## config.mk

```make
export PLATFORM = sky130hd
export DESIGN_NAME = step_sequencer
export DESIGN_NICKNAME = d
export VERILOG_FILES = /design/src/rtl/step_sequencer.sv
export SDC_FILE = /design/constraint.sdc
export NUM_CORES = 1
export LEC_CHECK = 0
export ABC_AREA = 1
export CAP_MARGIN = 25
export CORE_MARGIN = 5
export CORE_UTILIZATION = 48
export CTS_CLUSTER_DIAMETER = 200
export DETAILED_ROUTE_END_ITERATION = 10
export HOLD_SLACK_MARGIN = 0.12
export PLACE_DENSITY = 0.82
export SLEW_MARGIN = 20
export SYNTH_ARGS = -nofsm -noshare
export SYNTH_HDL_FRONTEND = slang
export SYNTH_SLANG_ARGS = --single-unit
```

## constraint.sdc

```tcl
create_clock -name clk -period 2.4 [get_ports clk]
set_input_delay 0.48 -clock clk [delete_from_list [all_inputs] [get_ports clk]]
set_output_delay 0.48 -clock clk [all_outputs]
set_load 0.1 [all_outputs]
```

## src/rtl/step_sequencer.sv

```systemverilog
`default_nettype none
// ============================================================================
// Module   : step_sequencer
// Purpose  : Buffers 2-bit symbols in a 4-deep FIFO and steps a 2-bit state
//            machine with one symbol per enabled cycle. It reports a step
//            pulse, a state-changed pulse and a saturating step count.
//            Optional synchronous clear port: define STEP_CLR_EN.
// Revision : 1.0 - initial release
// ============================================================================
module step_sequencer #(
    parameter int CNT_W = 8
) (
    input  logic             clk,
    input  logic             rst,
`ifdef STEP_CLR_EN
    input  logic             clr,
`endif
    input  logic             in_valid,
    input  logic [1:0]       in_sym,
    output logic             in_ready,
    input  logic             en,
    output logic [1:0]       state,
    output logic             step,
    output logic             changed,
    output logic [CNT_W-1:0] step_cnt,
    output logic [2:0]       fifo_cnt
);

    localparam logic [1:0]       c_s00       = 2'b00;
    localparam logic [1:0]       c_s01       = 2'b01;
    localparam logic [1:0]       c_s10       = 2'b10;
    localparam logic [1:0]       c_s11       = 2'b11;
    localparam logic [CNT_W-1:0] c_cnt_max   = {CNT_W{1'b1}};
    localparam logic [2:0]       c_fifo_full = 3'd4;

    logic [1:0]       r_mem [4];
    logic [1:0]       r_wptr;
    logic [1:0]       r_rptr;
    logic [2:0]       r_cnt;
    logic [1:0]       r_state;
    logic             r_step;
    logic             r_changed;
    logic [CNT_W-1:0] r_step_cnt;

    logic             w_push;
    logic             w_pop;
    logic [1:0]       w_head;
    logic [1:0]       w_nxt;

    // Readiness depends only on the registered count, never on en.
    assign in_ready = (r_cnt != c_fifo_full);
    assign w_push   = in_valid && in_ready;
    assign w_pop    = en && (r_cnt != 3'd0);
    assign w_head   = r_mem[r_rptr];

    always_comb begin
        w_nxt = r_state;
        case (r_state)
            c_s00:   w_nxt = (w_head == 2'b11) ? c_s11 : c_s00;
            c_s01:   w_nxt = w_head[1] ? c_s11 : c_s01;
            default: w_nxt = w_head[1] ? c_s01 : c_s10;
        endcase
    end

    // Storage needs no reset: pointers and count define what is valid.
    always_ff @(posedge clk) begin
        if (w_push) begin
            r_mem[r_wptr] <= in_sym;
        end
    end

    always_ff @(posedge clk or posedge rst) begin
        if (rst) begin
            r_wptr     <= 2'd0;
            r_rptr     <= 2'd0;
            r_cnt      <= 3'd0;
            r_state    <= c_s00;
            r_step     <= 1'b0;
            r_changed  <= 1'b0;
            r_step_cnt <= '0;
        end
`ifdef STEP_CLR_EN
        else if (clr) begin
            r_wptr     <= 2'd0;
            r_rptr     <= 2'd0;
            r_cnt      <= 3'd0;
            r_state    <= c_s00;
            r_step     <= 1'b0;
            r_changed  <= 1'b0;
            r_step_cnt <= '0;
        end
`endif
        else begin
            if (w_push) begin
                r_wptr <= r_wptr + 2'd1;
            end
            if (w_pop) begin
                r_rptr <= r_rptr + 2'd1;
            end
            case ({w_push, w_pop})
                2'b10:   r_cnt <= r_cnt + 3'd1;
                2'b01:   r_cnt <= r_cnt - 3'd1;
                default: r_cnt <= r_cnt;
            endcase
            r_step    <= w_pop;
            r_changed <= w_pop && (w_nxt != r_state);
            if (w_pop) begin
                r_state <= w_nxt;
                if (r_step_cnt != c_cnt_max) begin
                    r_step_cnt <= r_step_cnt + 1'b1;
                end
            end
        end
    end

    assign state    = r_state;
    assign step     = r_step;
    assign changed  = r_changed;
    assign step_cnt = r_step_cnt;
    assign fifo_cnt = r_cnt;

endmodule
`default_nettype wire

```

**Word level (Yosys, flattened, before mapping)**

Memory sizes are Yosys's and may differ from the RTL's.
Index checks and enable logic that the tools add are counted.

- RAM bits: 8
- Register bits: 19
- Memories: 1
- Input port bits: 6
- Logic and storage cells: 34
- Output and inout port bits: 16

- Add/subtract/negate cells: 5
- Equal/unequal tests: 7
- Multiplexer cells: 7
- Reductions and logical operators: 7

Memory list:

| memory | depth | width | rd ports | clocked after Yosys merged registers in | write ports | line | text |
|---|---|---|---|---|---|---|---|
| r_mem | 4 | 2 | 1 | 0 | 1 | 36 | `logic [1:0] r_mem [4];` |

Operators by type and width:

| operator | number |
|---|---|
| 8-bit by 1-bit adder with 8-bit output, second input constant | 1 |
| 8-bit != test, second input constant | 1 |
| 2-bit two-way mux | 3 |
| 3-bit one-hot mux with 2 select lines | 1 |
| 2-bit by 1-bit adder with 2-bit output, second input constant | 2 |
| 2-bit by 1-bit == test with 1-bit output, second input constant | 2 |
| 2-bit == test, second input constant | 2 |
| 2-bit one-hot mux with 2 select lines | 1 |
| 3-bit by 1-bit adder with 3-bit output, second input constant | 1 |
| 1-bit logical AND | 3 |
| 3-bit != test, second input constant | 1 |
| 3-bit nonzero test | 1 |
| 3-bit by 1-bit subtractor with 3-bit output, second input constant | 1 |
| 2-bit logical NOT | 1 |
| 1-bit two-way mux | 2 |
| 2-bit != test | 1 |
| 2-bit AND reduction | 1 |
| 2-bit nonzero test | 1 |

**Longest topological paths before layout**

An unclocked memory read counts as a cell.

- Depth in word-level cells: 6
- Gate-level depth with buffers: 9

**Worst setup path before layout**

OpenSTA, ideal clock, no wires.

- Path kind: flip-flop to flip-flop
- Start: register r_cnt[2] (netlist: fifo_cnt[2])
- End: register r_cnt[2] (netlist: fifo_cnt[2])
- Period minus slack after synthesis: 3.218 ns
- Library setup time: 0.131 ns
- Arrival: 3.087 ns
- Path slack: -0.818 ns
- Stages on the path, launching flop included: 9
- Cells stage by stage: dfrtp_1 -> nand2_1 -> nand2_2 -> ha_1 -> inv_1 -> fa_1 -> a21oi_1 -> o21ai_0 -> xor2_1

- Longest elaborated chain between the ends: 4
- Elaborated cells between the ends (all ways): 10
- Those cells by class: add/sub (2); eq/ne (3); mux (1); reduce/logical (4)

RTL lines:

| element | line | text |
|---|---|---|
| start: declaration | 39 | `logic [2:0] r_cnt;` |
| start signal: assignment | 101 | `2'b10: r_cnt <= r_cnt + 3'd1;` |
| start signal: assignment | 102 | `2'b01: r_cnt <= r_cnt - 3'd1;` |
| start signal: assignment | 103 | `default: r_cnt <= r_cnt;` |
| 3-bit != test * | 51 | `assign in_ready = (r_cnt != c_fifo_full);` |
| named net in_ready | 20 | `output logic in_ready,` |
| 1-bit logical AND * | 52 | `assign w_push = in_valid && in_ready;` |
| 2-bit by 1-bit == test with 1-bit output or 2-bit == test (tied branches) | 100 | `case ({w_push, w_pop})` |
| 3-bit one-hot mux with 2 select lines or 2-bit nonzero test (tied branches) | -- |  |

Mark *: on every way through the listed nets, which the timed path passes. The rest lies on a longest branch.
A chain may end at the register's enable or synchronous reset.

**Worst setup path after layout**

- Start: register r_cnt[0] (netlist: fifo_cnt[0])
- End: register r_cnt[2] (netlist: fifo_cnt[2])

- Longest elaborated chain between the ends: 4
- Elaborated cells between the ends (all ways): 10
- Those cells by class: add/sub (2); eq/ne (3); mux (1); reduce/logical (4)

RTL lines:

| element | line |
|---|---|
| 3-bit != test or 3-bit nonzero test (tied branches) | 51, 53 |
| 1-bit logical AND, on equally long branches | 52, 53 |
| 2-bit by 1-bit == test with 1-bit output or 2-bit == test (tied branches) | 100 |
| 3-bit one-hot mux with 2 select lines or 2-bit nonzero test (tied branches) | -- |

Several ways; a longest one is shown, not always the timed one.

==> impl_summary.md <==
Outcome
The run finished with clean final reports.

STA
Headroom to the max-slew limit came out at 52.01%. After layout, the worst path uses 84.31% of the clock period. The slew at the pin closest to its max-slew limit is 0.7191 ns. The max-slew violation total from the final report came to 0.

The hold slack is 0.5614 ns. The number of hold violations in the final report is 0. Setup repair after global routing left no endpoint under its margin. The worst-case clock skew is 0.008210 ns.

The number of setup violations in the final report is 0. Based on the critical path, the design can be clocked at up to 494.2 MHz. The total negative slack is 0 ns. After layout, the minimum clock period comes to 2.023 ns.

Synth
The per-instance average area after synthesis is 8.720 µm². Synthesis instantiated 20 different standard cells from the library. In this run the cell area of the synthesized design comes to 1421 µm². The number of warnings printed during yosys synthesis is 0. The post-synthesis sequential area ratio is 50.35%. The number of instances in the synthesized netlist is 163. The number of nets handed over by synthesis was 176. The flop and latch count out of synthesis is 27.

Floorplanning
The die height is 64.42 µm. The die extent in x is 64.42 µm. The area inside the core boundary is 2805 µm². The die covers 4149 µm². The number of top-level pins is 22. Once the floorplan was initialized, standard cells occupied 50.67% of the core. The total number of placement rows is 19.

Clock network
The TritonCTS clock tree is yes. Clock tree synthesis selected as its root buffer the cell sky130_fd_sc_hd__clkbuf_4. The clock insertion delay at the later pin of the skew report is 0.31 ns. Post-CTS timing repair inserted 0 buffers for setup. In this run, CTS created clock tree buffers numbering 3.

The CTS sink count is 27. Gates resized during post-CTS repair numbered 0. Buffers inserted to repair hold after CTS numbered 0.

The clock-pin slew on the worst setup and hold paths is 0.14 ns. The longest clock path from root to sink contains 2 buffers. The maximum level of the CTS H-tree is 1.

Setup path
Counting cells, the worst reg-to-reg path comes to 9. The worst register-to-register path begins at fifo_cnt[0]. Among all stages on the critical path, the largest delay is contributed by sky130_fd_sc_hd__dfrtp_2. The critical path goes through nor2_4 -> nand2_4 -> nand2_2 -> ha_1 -> inv_1 -> fa_1 -> a21oi_1 -> o21ai_0 -> xor2_1. The setup slack of the worst register-to-register path is 0.38 ns. The kind of cell with the highest combined delay on the critical path is adder cells.

For the worst setup path, the data required time is 2.60 ns. The type of the setup path with the least slack is flop to flop. The longest individual stage delay on the worst path is 0.47 ns. The startpoint kind of the worst setup timing path is a flop. The worst register-to-register path ends at fifo_cnt[2]. The maximum fanout encountered on the critical timing path is 8. Counting both buffers and inverters, the worst setup path holds a total of 1. The endpoint arrival time on the critical path is 2.23 ns.

STA classifies the critical path endpoint as a flop.

Global routing
The maximum number of pins on one net before global-route repair is 20. The initial antenna violation count is 0. The via count of the first global-routing pass is 1,035. Global routing used 13.47% of the available tracks across all layers. The global route total overflow is 0. The global-route wire length before repair is 4457 µm.

Layout
Of the cells placed in the final design, the portion with a size suffix greater than 1 is 17.99%. For this run, the post-layout net count is 203. The layout has 250 filler cells.

Relative to the synthesized area, the layout overhead comes to 18.22%. The repair_antennas step left the layout with diodes totalling 0. The finished layout holds 220 standard cells, fillers aside.

Placement
The final HPWL from detailed placement is 2058 µm. The count of buffers from port buffering is 21. The final weighted congestion in routability-driven placement is 0.7696. Once placement completed, the tool counted placed cells totaling 216.

Flow run
Across the run, the number of max-cap violations was 0.

Route
The first routing iteration left 48 violations. The first-pass detailed-route iteration total is 4. The via count is 1,068. In the final routed layout, each cell accounts on average for 11.52 µm.

The DRC violations left is 0. After detailed routing, the number of vias per cell comes to 4.855. The routed wire length is 2535 µm.

The antenna violation net count after detailed routing is 0.

Worst hold path
In this run the worst hold path is classified as input pin to asynchronous set/reset pin.
[cell families (layout without fill, tap and decap cells)]
kind of cell / count (synthesis) / after routing / synth area share (%)
AO/OA/AOI/OAI: 13 / 13 / 5.810
XOR/XNOR: 8 / 8 / 4.930
adder cells (fa/ha/maj): 7 / 7 / 6.690
buffers and inverters: 28 / 54 / 7.394
flip-flops: 27 / 27 / 50.35
AND/OR/NAND/NOR: 80 / 80 / 24.82
[registers in the layout, indices dropped and copies added (netlist names)]
| register | cells |
|---|---|
| state | 2 |
| changed | 1 |
| r_rptr | 2 |
| step_cnt | 8 |
| r_wptr | 2 |
| step | 1 |
| r_mem | 8 |
| fifo_cnt | 3 |
[worst register-to-register path: stages (launching register included)]
cell	delay, ns
sky130_fd_sc_hd__dfrtp_2	0.47
sky130_fd_sc_hd__nor2_4	0.20
sky130_fd_sc_hd__nand2_4	0.07
sky130_fd_sc_hd__nand2_2	0.15
sky130_fd_sc_hd__ha_1	0.17
sky130_fd_sc_hd__inv_1	0.07
sky130_fd_sc_hd__fa_1	0.39
sky130_fd_sc_hd__a21oi_1	0.14
sky130_fd_sc_hd__o21ai_0	0.11
sky130_fd_sc_hd__xor2_1	0.16
[metrics by stage]
stage                     cell area (µm²)  setup slack (ns)  util, %
after CTS                            1680            0.3661    59.90
after global placement               1654            0.1212    58.97
after global routing                 1680            0.1821    59.90
after floorplan                      1438           0.02681        -
final                                1680            0.3766    59.90
after detailed placement             1654           0.05716    58.97
[cell usage in the layout, fill, tap and decap left out, drive strengths merged, types with 4 or more instances in the layout]
cell type       n
buf            17
clkbuf          4
clkdlybuf4s50   5
dfrtp          19
edfxtp          8
ha              6
inv            28
nand2          49
nand3          13
nand4           4
nor2           14
o21ai           9
xor2            5
[how the worst max path moves through the flow]
stage | startpoint | end | cells after the start | slack, ns
finish | fifo_cnt[0] | fifo_cnt[2] | 9 | 0.38
global route | fifo_cnt[0] | fifo_cnt[2] | 9 | 0.18
CTS | fifo_cnt[0] | fifo_cnt[2] | 9 | 0.37
detailed placement | en | fifo_cnt[2] | 8 | 0.06
global placement | en | fifo_cnt[2] | 8 | 0.12
floorplan | fifo_cnt[0] | fifo_cnt[2] | 9 | 0.03
[cell usage after synthesis]
| library cell | instances | area [µm²] |
|---|---|---|
| sky130_fd_sc_hd__o21ai_0 | 2 | 10.01 |
| sky130_fd_sc_hd__nand2_2 | 1 | 6.260 |
| sky130_fd_sc_hd__nor2_2 | 3 | 18.77 |
| sky130_fd_sc_hd__a21boi_4 | 1 | 18.77 |
| sky130_fd_sc_hd__dfrtp_1 | 19 | 475.5 |
| sky130_fd_sc_hd__fa_1 | 1 | 20.02 |
| sky130_fd_sc_hd__inv_2 | 3 | 11.26 |
| sky130_fd_sc_hd__ha_1 | 6 | 75.07 |
| sky130_fd_sc_hd__xor2_1 | 5 | 43.79 |
| sky130_fd_sc_hd__nor2_1 | 10 | 37.54 |
| sky130_fd_sc_hd__nand4_1 | 4 | 25.02 |
| sky130_fd_sc_hd__nor2_8 | 1 | 20.02 |
| sky130_fd_sc_hd__nand3_1 | 13 | 65.06 |
| sky130_fd_sc_hd__a21oi_1 | 3 | 15.01 |
| sky130_fd_sc_hd__o21ai_2 | 1 | 8.760 |
| sky130_fd_sc_hd__inv_1 | 25 | 93.84 |
| sky130_fd_sc_hd__edfxtp_1 | 8 | 240.2 |
| sky130_fd_sc_hd__xnor2_1 | 3 | 26.28 |
| sky130_fd_sc_hd__nand2_1 | 48 | 180.2 |
| sky130_fd_sc_hd__o21ai_1 | 6 | 30.03 |
[area by class of cell]
| cell class | instances | area (µm²) | area share, % |
|---|---|---|---|
| Sequential cell | 27 | 719.4 | 42.81 |
| Multi-Input combinational cell | 108 | 613.1 | 36.49 |
| Timing Repair Buffer | 22 | 177.7 | 10.57 |
| Inverter | 28 | 105.1 | 6.255 |
| Tap cell | 31 | 38.79 | 2.308 |
| Clock buffer | 4 | 26.28 | 1.564 |
[metal layers]
layer	GRT usage, %	up-vias	wire length (µm)
li1	-	566	-
met3	2.591	2	74
met2	23.84	13	1246
met5	0	-	0
met4	3.958	0	27
met1	16.70	487	1185
Power is not shown: default switching activity piles up to over one toggle a cycle in this logic, so the estimate is an artifact.
